[config.mk]
export PLATFORM = sky130hd
export DESIGN_NAME = uartwb_txbuf_flat
export DESIGN_NICKNAME = d
export VERILOG_FILES = /design/src/rtl/uartwb_txbuf_if.sv /design/src/rtl/uartwb_txbuf.sv /design/src/flat_wrapper.sv
export SDC_FILE = /design/constraint.sdc
export NUM_CORES = 1
export LEC_CHECK = 0
export ABC_CLOCK_PERIOD_IN_PS = 6700
export CAP_MARGIN = 30
export CORE_MARGIN = 3
export CORE_UTILIZATION = 57
export CTS_CLUSTER_SIZE = 10
export DETAILED_ROUTE_END_ITERATION = 6
export HOLD_SLACK_MARGIN = 0.12
export PLACE_DENSITY = 0.72
export SLEW_MARGIN = 20
export SYNTH_ARGS = -nofsm -noshare
export SYNTH_HDL_FRONTEND = slang
export SYNTH_SLANG_ARGS = --single-unit
export TNS_END_PERCENT = 5
[constraint.sdc]
create_clock -name clk_i -period 6.7 [get_ports clk_i]
set_input_delay 1.675 -clock clk_i [delete_from_list [all_inputs] [get_ports clk_i]]
set_output_delay 1.675 -clock clk_i [all_outputs]
set_load 0.05 [all_outputs]
[src/rtl/uartwb_txbuf_if.sv]
// Byte-write bus between the UART-to-Wishbone command controller and its transmit buffer.
// The master drives single-cycle strobes; there is no backpressure path.
interface uartwb_txbuf_if;
    logic       wr_en;
    logic [7:0] wr_data;

    modport master (output wr_en, output wr_data);
    modport slave  (input  wr_en, input  wr_data);
endinterface

[src/rtl/uartwb_txbuf.sv]
// Transmit buffer: FIFO absorbing byte strobes, drained by an 8N1 UART serializer.
// Define UARTWB_TXBUF_PARITY_EN to insert an even-parity bit (8E1 frames).
module uartwb_txbuf #(
    parameter int CLK_DIV    = 868,
    parameter int DEPTH_LOG2 = 4
) (
    input  logic                  clk_i,
    input  logic                  rst_i,
    uartwb_txbuf_if.slave         wr,
    output logic                  tx_o,
    output logic                  busy_o,
    output logic                  empty_o,
    output logic                  full_o,
    output logic [DEPTH_LOG2:0]   level_o,
    output logic                  ovf_o,
    input  logic                  ovf_clr_i
);

    localparam int                    DEPTH       = 1 << DEPTH_LOG2;
    localparam logic [15:0]           BAUD_RELOAD = 16'(CLK_DIV - 1);
    localparam logic [DEPTH_LOG2:0]   LEVEL_FULL  = {1'b1, {DEPTH_LOG2{1'b0}}};
    localparam logic [DEPTH_LOG2:0]   LEVEL_ONE   = {{DEPTH_LOG2{1'b0}}, 1'b1};
    localparam logic [DEPTH_LOG2-1:0] PTR_ONE     = {{(DEPTH_LOG2-1){1'b0}}, 1'b1};

`ifdef UARTWB_TXBUF_PARITY_EN
    typedef enum logic [2:0] {S_IDLE, S_START, S_DATA, S_PARITY, S_STOP} state_t;
`else
    typedef enum logic [1:0] {S_IDLE, S_START, S_DATA, S_STOP} state_t;
`endif

    state_t                state_q, state_d;
    logic [15:0]           baud_q, baud_d;
    logic [2:0]            bit_q, bit_d;
    logic [7:0]            shift_q, shift_d;
    logic                  tx_q, tx_d;
    logic [DEPTH_LOG2-1:0] wptr_q, wptr_d, rptr_q, rptr_d;
    logic [DEPTH_LOG2:0]   level_q, level_d;
    logic                  ovf_q, ovf_d;
    logic [7:0]            mem_q [DEPTH];
`ifdef UARTWB_TXBUF_PARITY_EN
    logic                  parity_q, parity_d;
`endif

    logic       pop, push, baud_zero;
    logic [7:0] head;

    assign head      = mem_q[rptr_q];
    assign baud_zero = (baud_q == 16'd0);

    always_comb begin
        state_d = state_q;
        baud_d  = baud_q;
        bit_d   = bit_q;
        shift_d = shift_q;
        tx_d    = tx_q;
        pop     = 1'b0;
`ifdef UARTWB_TXBUF_PARITY_EN
        parity_d = parity_q;
`endif

        if (state_q != S_IDLE) begin
            baud_d = baud_zero ? BAUD_RELOAD : baud_q - 16'd1;
        end

        case (state_q)
            S_IDLE: begin
                tx_d = 1'b1;
                if (level_q != '0) begin
                    pop     = 1'b1;
                    shift_d = head;
                    baud_d  = BAUD_RELOAD;
                    tx_d    = 1'b0;
                    state_d = S_START;
                end
            end
            S_START: begin
                if (baud_zero) begin
                    tx_d    = shift_q[0];
                    bit_d   = 3'd0;
                    state_d = S_DATA;
                end
            end
            S_DATA: begin
                if (baud_zero) begin
                    if (bit_q == 3'd7) begin
`ifdef UARTWB_TXBUF_PARITY_EN
                        tx_d    = parity_q;
                        state_d = S_PARITY;
`else
                        tx_d    = 1'b1;
                        state_d = S_STOP;
`endif
                    end else begin
                        shift_d = shift_q >> 1;
                        tx_d    = shift_q[1];
                        bit_d   = bit_q + 3'd1;
                    end
                end
            end
`ifdef UARTWB_TXBUF_PARITY_EN
            S_PARITY: begin
                if (baud_zero) begin
                    tx_d    = 1'b1;
                    state_d = S_STOP;
                end
            end
`endif
            S_STOP: begin
                // Chain straight into the next start bit so queued bytes leave without an idle gap.
                if (baud_zero) begin
                    if (level_q != '0) begin
                        pop     = 1'b1;
                        shift_d = head;
                        tx_d    = 1'b0;
                        state_d = S_START;
                    end else begin
                        state_d = S_IDLE;
                    end
                end
            end
            default: state_d = S_IDLE;
        endcase

`ifdef UARTWB_TXBUF_PARITY_EN
        if (pop) begin
            parity_d = ^head;
        end
`endif

        // A full FIFO still accepts a byte when the serializer frees a slot on the same edge.
        push    = wr.wr_en && ((level_q != LEVEL_FULL) || pop);
        wptr_d  = push ? wptr_q + PTR_ONE : wptr_q;
        rptr_d  = pop  ? rptr_q + PTR_ONE : rptr_q;
        level_d = level_q;
        if (push && !pop) begin
            level_d = level_q + LEVEL_ONE;
        end else if (pop && !push) begin
            level_d = level_q - LEVEL_ONE;
        end

        ovf_d = ovf_q;
        if (wr.wr_en && !push) begin
            ovf_d = 1'b1;
        end else if (ovf_clr_i) begin
            ovf_d = 1'b0;
        end
    end

    always_ff @(posedge clk_i or posedge rst_i) begin
        if (rst_i) begin
            state_q <= S_IDLE;
            baud_q  <= 16'd0;
            bit_q   <= 3'd0;
            shift_q <= 8'd0;
            tx_q    <= 1'b1;
            wptr_q  <= '0;
            rptr_q  <= '0;
            level_q <= '0;
            ovf_q   <= 1'b0;
`ifdef UARTWB_TXBUF_PARITY_EN
            parity_q <= 1'b0;
`endif
        end else begin
            state_q <= state_d;
            baud_q  <= baud_d;
            bit_q   <= bit_d;
            shift_q <= shift_d;
            tx_q    <= tx_d;
            wptr_q  <= wptr_d;
            rptr_q  <= rptr_d;
            level_q <= level_d;
            ovf_q   <= ovf_d;
`ifdef UARTWB_TXBUF_PARITY_EN
            parity_q <= parity_d;
`endif
        end
    end

    always_ff @(posedge clk_i) begin
        if (push) begin
            mem_q[wptr_q] <= wr.wr_data;
        end
    end

    assign tx_o    = tx_q;
    assign busy_o  = (state_q != S_IDLE);
    assign empty_o = (level_q == '0);
    assign full_o  = (level_q == LEVEL_FULL);
    assign level_o = level_q;
    assign ovf_o   = ovf_q;

endmodule

[src/flat_wrapper.sv]
// flat-port wrapper written by rule: the top's interface ports become plain ports
module uartwb_txbuf_flat 
#(
    parameter int CLK_DIV    = 868,
    parameter int DEPTH_LOG2 = 4
)
  (clk_i, rst_i, tx_o, busy_o, empty_o, full_o, level_o, ovf_o, ovf_clr_i, wr_wr_en, wr_wr_data);
  uartwb_txbuf_if wr_i ();
  input  logic clk_i;
  input  logic rst_i;
  output logic tx_o;
  output logic busy_o;
  output logic empty_o;
  output logic full_o;
  output logic [DEPTH_LOG2:0] level_o;
  output logic ovf_o;
  input  logic ovf_clr_i;
  input wire logic [$bits(wr_i.wr_en)-1:0] wr_wr_en;
  input wire logic [$bits(wr_i.wr_data)-1:0] wr_wr_data;
  assign wr_i.wr_en = wr_wr_en;
  assign wr_i.wr_data = wr_wr_data;
  uartwb_txbuf #(.CLK_DIV(CLK_DIV), .DEPTH_LOG2(DEPTH_LOG2)) u_core (.clk_i(clk_i), .rst_i(rst_i), .wr(wr_i), .tx_o(tx_o), .busy_o(busy_o), .empty_o(empty_o), .full_o(full_o), .level_o(level_o), .ovf_o(ovf_o), .ovf_clr_i(ovf_clr_i));
endmodule
==> flow_metrics.py, run 1 <==
metrics = {
    "run_status": {
        "status": "finished clean",
    },
    "final_layout": {
        "seq_area_um2": 4950,
        "finalNonFillerCells": 722,
        "num_antenna_cells": 0,
        "area_growth_pct": 13.1,
        "fillers": 856,
        "nets": 568,
        "multi_input_area_um2": 2440,
        "drive_gt1_share_pct": 13.5,
        "finalInstanceArea_um2": 8550,
    },
    "route": {
        "wire_per_inst_um": 21.6,
        "wl_mm": 15.6,
        "vias_per_cell": 6.14,
        "vias": 4435,
        "first_pass_iters": 5,
        "drt-initial-drc-count": 348,
        "drc": 0,
        "ant_nets": 0,
    },
    "power_and_ir_drop": {
        "leakagePower_uw": 0.00295,
        "irDropWorstVdd_mv": 0.208,
        "power.density_nw_per_um2": 319,
    },
    "timing": {
        "fin_skew_ns": 0.00718,
        "setup_viol": 0,
        "fin_tns_setup_ns": 0,
        "rsz0062_at_grt": "false",
        "slew_violations": 0,
        "final_hold_viol_count": 0,
        "finalCritPeriodShare_pct": 67.5,
        "fin_crit_ns": 4.52,
        "tightest_slew_ns": 0.950,
        "hold_ws_ns": 0.486,
        "slew_headroom_pct": 36.7,
        "fmax_mhz": 221,
    },
    "synth": {
        "synth.most_common_cell": "edfxtp_1",
        "syn_nets": 546,
        "synth_edf_count": 128,
        "synth_top_area_share_pct": 50.9,
        "synth_top_cell_by_area": "edfxtp_1",
        "synth_seq_cells": 172,
        "ys_warn_count": 0,
        "ys_seq_area_share_pct": 65.4,
        "ys_types": 58,
        "syn_area_um2": 7560,
        "synth_commonest_cells": "edfxtp_1, dfrtp_1, mux2i_1, o21ai_0, nor2_1",
        "async_flop_share_pct": 25.6,
        "ys_top_cells_by_area": "edfxtp_1, dfrtp_1, mux4_2",
        "synth_ff_type": "edfxtp_1",
        "syn_inst": 515,
        "syn_area_per_cell_um2": 14.7,
    },
    "critical_path": {
        "r2r_end": "u_core.level_o[4]",
        "cp_num_buf_inv": 1,
        "slowest_stage": "clkdlybuf4s50_1",
        "required_ns": 5.03,
        "worstRegToRegCells": 15,
        "r2r_slack_ns": 2.53,
        "startpoint_type": "flop",
        "crit_type": "reg -> out",
        "rr_startpoint": "u_core.baud_q[0]",
        "crit_chain": "or4_1, nor2_1, clkdlybuf4s50_1",
        "cp-end-kind": "output pin",
        "cp_max_fo": 8,
        "max_stage_delay_ns": 0.91,
        "arrival_ns": 2.85,
        "cpLargestDelayFamily": "simple AND/OR/NAND/NOR gates",
    },
    "global_routing": {
        "grt_pass1_wl_mm": 24.3,
        "antenna_found_initial": 0,
        "grt_pass1_vias": 4416,
        "grt_util_all_layers_pct": 22.5,
        "grt_max_degree": 47,
        "overflow": 0,
    },
    "floorplanning": {
        "initial_core_util_pct": 59.2,
        "die_y_um": 121,
        "rows": 41,
        "core_um2": 12800,
        "io_pins": 22,
        "die_area_um2": 14700,
        "die_x_um": 121,
    },
    "clocking": {
        "clkTransAtPathRegs_ns": 0.06,
        "hold_buffers": 0,
        "clk_path_buf_depth": 2,
        "cts_setup_buffers": 0,
        "ctsResizeCount": 0,
        "cts_sinks": 172,
        "htree_levels": 4,
        "root_buffer": "clkbuf_16",
        "cts_made_buffers": 17,
        "clk_latency_ns": 0.43,
        "tritoncts": "done",
    },
    "hold_path": {
        "hold_path_class": "reg -> reg",
        "hold_end": "u_core.tx_o",
        "hp-start": "u_core.tx_o",
        "hold_path_depth": 2,
    },
    "placed_design": {
        "placedCellCount": 690,
        "place_area_um2": 7950,
        "place_hpwl_mm": 9.87,
        "gp_congestion": 0.829,
        "io_buffers": 21,
    },
    "job": {
        "cap_viol_max_count": 0,
    },
}
==> how the worst max path moves through the flow <==
stage / slack (ns) / to / depth (start not counted) / startpoint
floorplan: 2.93 / empty_o / 2 / u_core.level_o[0]
global placement: 2.63 / u_core.level_o[4] / 11 / wr_wr_en
detailed placement: 2.45 / u_core.level_o[4] / 11 / wr_wr_en
CTS: 2.20 / empty_o / 3 / u_core.level_o[0]
global route: 2.08 / empty_o / 3 / u_core.level_o[0]
finish: 2.18 / empty_o / 3 / u_core.level_o[0]
==> flip-flops by register name, indices dropped and copies added, names as in the netlist <==
name / count
u_core.baud_q: 16
u_core.level_o: 5
u_core.ovf_o: 1
u_core.mem_q: 128
u_core.tx_o: 1
u_core.bit_q: 3
u_core.shift_q: 8
u_core.state_q: 2
u_core.wptr_q: 4
u_core.rptr_q: 4
==> area by class of cell <==
cell class	count	share of cell area [%]
multi-input cells	300	28.6
clock inverters	12	1.89
flip-flops and latches	172	57.9
repair buffers	28	3.22
inverters	18	0.791
well taps	172	2.52
clock buffers	20	5.11
==> cell usage in the layout, fill, tap and decap left out, types with 17 or more instances in the layout <==
cell	n
mux2i_1	37
o21ai_0	28
mux4_2	19
nand2_1	23
clkdlybuf4s50_1	21
nand3_1	17
edfxtp_1	128
nor2_1	27
ha_1	18
clkbuf_16	17
dfrtp_1	42
==> per-stage QoR <==
stage	power [uW]	utilization (%)	setup slack [ns]
after floorplan	1600	-	2.93
after global placement	1720	62.1	2.63
after detailed placement	1740	62.2	2.45
after CTS	2740	66.9	2.20
after global routing	2830	66.9	2.08
final	2730	66.9	2.18
==> cell families after synthesis <==
kind of cell | share of synthesized area, %
buf+inv | 2.23
mux | 12.1
fa+ha+maj | 3.24
simple gates | 7.50
flops | 65.4
xor+xnor | 1.51
compound gates | 7.98
==> report_power, final <==
part	switching [uW]	internal (uW)	leakage [uW]
combinational	257	146	0.000976
clock	413	591	0.000284
sequential	63.5	1260	0.00169
==> tightest hold or removal path, cell delays in order (launching register included) <==
cell     delay [ns]
dfstp_2        0.38
inv_1          0.05
mux2i_1        0.06
==> layer usage <==
metal | GRT usage [%] | wire length (um)
met1 | 29.7 | 6620
met2 | 36.5 | 7800
met3 | 5.59 | 781
met4 | 8.82 | 423
met5 | 0 | 0
No activity file was read; power rests on OpenSTA's default activity.
==> run 2, diff against run 1 <==
Settings changed: ABC_CLOCK_PERIOD_IN_PS 6700 to 3650, CORE_UTILIZATION 57 to 55.
Clock period 6.7 ns to 3.65 ns, I/O delays scaled along.
==> flow_metrics.py, run 2 (same netlist as run 1, synthesis figures left out) <==
metrics = {
    "critical_path": {
        "startpoint_type": "flop",
        "cp-end-kind": "flop",
        "crit_chain": "inv_1, ha_2, or3b_1, or3_4, o41ai_4, nand2_2, inv_2, ha_4, inv_2, ha_4, nor2b_1, o21a_1, or3_1, a21oi_2, xor2_1",
        "max_stage_delay_ns": 0.41,
        "worstRegToRegCells": 15,
        "cp_max_fo": 5,
        "slowest_stage": "dfrtp_1",
        "arrival_ns": 3.84,
        "required_ns": 4.00,
        "crit_type": "reg -> reg",
    },
    "floorplanning": {
        "rows": 42,
        "die_y_um": 123,
        "die_x_um": 123,
        "core_um2": 13300,
        "initial_core_util_pct": 56.6,
        "io_pins": 22,
        "die_area_um2": 15200,
    },
    "timing": {
        "final_hold_viol_count": 0,
        "rsz0062_at_grt": "false",
        "fin_skew_ns": 0.00882,
        "fmax_mhz": 286,
        "fin_crit_ns": 3.50,
        "setup_slack_ns": 0.153,
        "finalCritPeriodShare_pct": 95.8,
        "slew_headroom_pct": 44.7,
        "slew_violations": 0,
        "tightest_slew_ns": 0.823,
        "setup_viol": 0,
        "fin_tns_setup_ns": 0,
    },
    "final_layout": {
        "drive_gt1_share_pct": 18.9,
        "largest_reg_flops": 128,
        "area_growth_pct": 16.2,
        "fillers": 976,
        "nets": 595,
        "layout_commonest_cell": "edfxtp_1",
        "final_core_util_pct": 65.8,
        "top_regs": "u_core.mem_q x128, u_core.baud_q x16, u_core.shift_q x8",
        "num_antenna_cells": 0,
        "finalNonFillerCells": 752,
        "final_cell_mix": "edfxtp_1, dfrtp_1, mux2i_1",
        "regMostFlops": "u_core.mem_q",
    },
    "power_and_ir_drop": {
        "irDropWorstVdd_mv": 0.390,
        "power.density_nw_per_um2": 567,
        "leakagePower_uw": 0.00308,
    },
    "placed_design": {
        "gp_congestion": 0.781,
        "placedCellCount": 718,
        "dp_slack_ns": 0.0637,
        "place_hpwl_mm": 10.1,
        "io_buffers": 21,
    },
    "global_routing": {
        "grt_pass1_vias": 4472,
        "antenna_found_initial": 0,
        "grt_util_all_layers_pct": 21.2,
        "grt_pass1_wl_mm": 23.8,
        "overflow": 0,
        "grt_max_degree": 45,
    },
    "clocking": {
        "root_buffer": "clkbuf_16",
        "cts_made_buffers": 17,
        "cts_sinks": 172,
        "clk_latency_ns": 0.43,
        "clkTransAtPathRegs_ns": 0.07,
        "tritoncts": "done",
        "htree_levels": 4,
        "clk_path_buf_depth": 2,
    },
    "hold_path": {
        "hold_path_class": "reg -> reg",
        "hold_path_depth": 2,
    },
    "route": {
        "drt-initial-drc-count": 291,
        "first_pass_iters": 5,
        "wl_mm": 15.1,
        "vias_per_cell": 5.93,
        "ant_nets": 0,
        "drc": 0,
        "vias": 4463,
        "wire_per_inst_um": 20.1,
    },
    "run_status": {
        "status": "finished clean",
    },
    "job": {
        "cap_viol_max_count": 0,
    },
}
run 2: cell types whose count changed in the layout (fill, tap and decap cells not counted), moves of 2 or more:
cell / before / now
inv_8: 0 / 2
inv_1: 16 / 14
ha_4: 0 / 2
clkbuf_1: 3 / 0
inv_2: 1 / 3
buf_4: 6 / 32
ha_1: 18 / 15
run 2: repair_timing:
item	CTS	global route
hold buffers	0	0
resized for setup	0	8
buffers inserted	0	1
setup endpoints to repair	0	1
run 2: per-stage QoR:
stage	cell area [um^2]	total power (uW)	hold slack, ns
finish	8780	4980	0.481
global route	8780	5190	0.494
detailed placement	8120	3210	0.470
floorplan	7560	2930	0.451
global placement	8120	3180	0.468
CTS	8710	4990	0.480
run 2: worst max-delay path, delay by kind of cell, from the launching register on:
kind	cells	cell delay (ns)
AND/OR/NAND/NOR	5	1.32
flip-flops	1	0.41
XOR/XNOR	1	0.15
AO/OA/AOI/OAI	3	0.76
adder cells (fa/ha/maj)	3	0.54
buffers and inverters	3	0.23
run 2: layout make-up:
class	count	area, um^2	area share, %
tap	176	220	2.51
inverter	18	67.6	0.769
sequential	172	4950	56.3
clock inverter	14	159	1.81
timing repair buffer	55	485	5.53
clock buffer	17	425	4.84
multi-input combinational	300	2480	28.2
run 2: path summary, 6_finish.rpt:
check,start,to,slack [ns]
worst max-delay path,u_core.baud_q[0],u_core.level_o[4],0.15
worst min-delay path,u_core.tx_o,u_core.tx_o,0.48
worst max register to register,u_core.baud_q[0],u_core.level_o[4],0.15
worst min register to register,u_core.tx_o,u_core.tx_o,0.48
max in group asynchronous,rst_i,u_core.tx_o,2.37
min in group asynchronous,rst_i,u_core.wptr_q[2],0.75
run 2: power by group:
group | total (uW) | internal, uW | switching [uW]
Combinational | 769 | 306 | 463
Clock | 1790 | 1020 | 767
Sequential | 2430 | 2310 | 121
run 2: per-layer routing:
metal / share of wire (%) / track usage [%] / wire, um
met1: 43 / 27.0 / 6450
met2: 52 / 36.5 / 7870
met3: 4.0 / 4.85 / 598
met4: 1.2 / 6.64 / 185
met5: 0 / 0 / 0
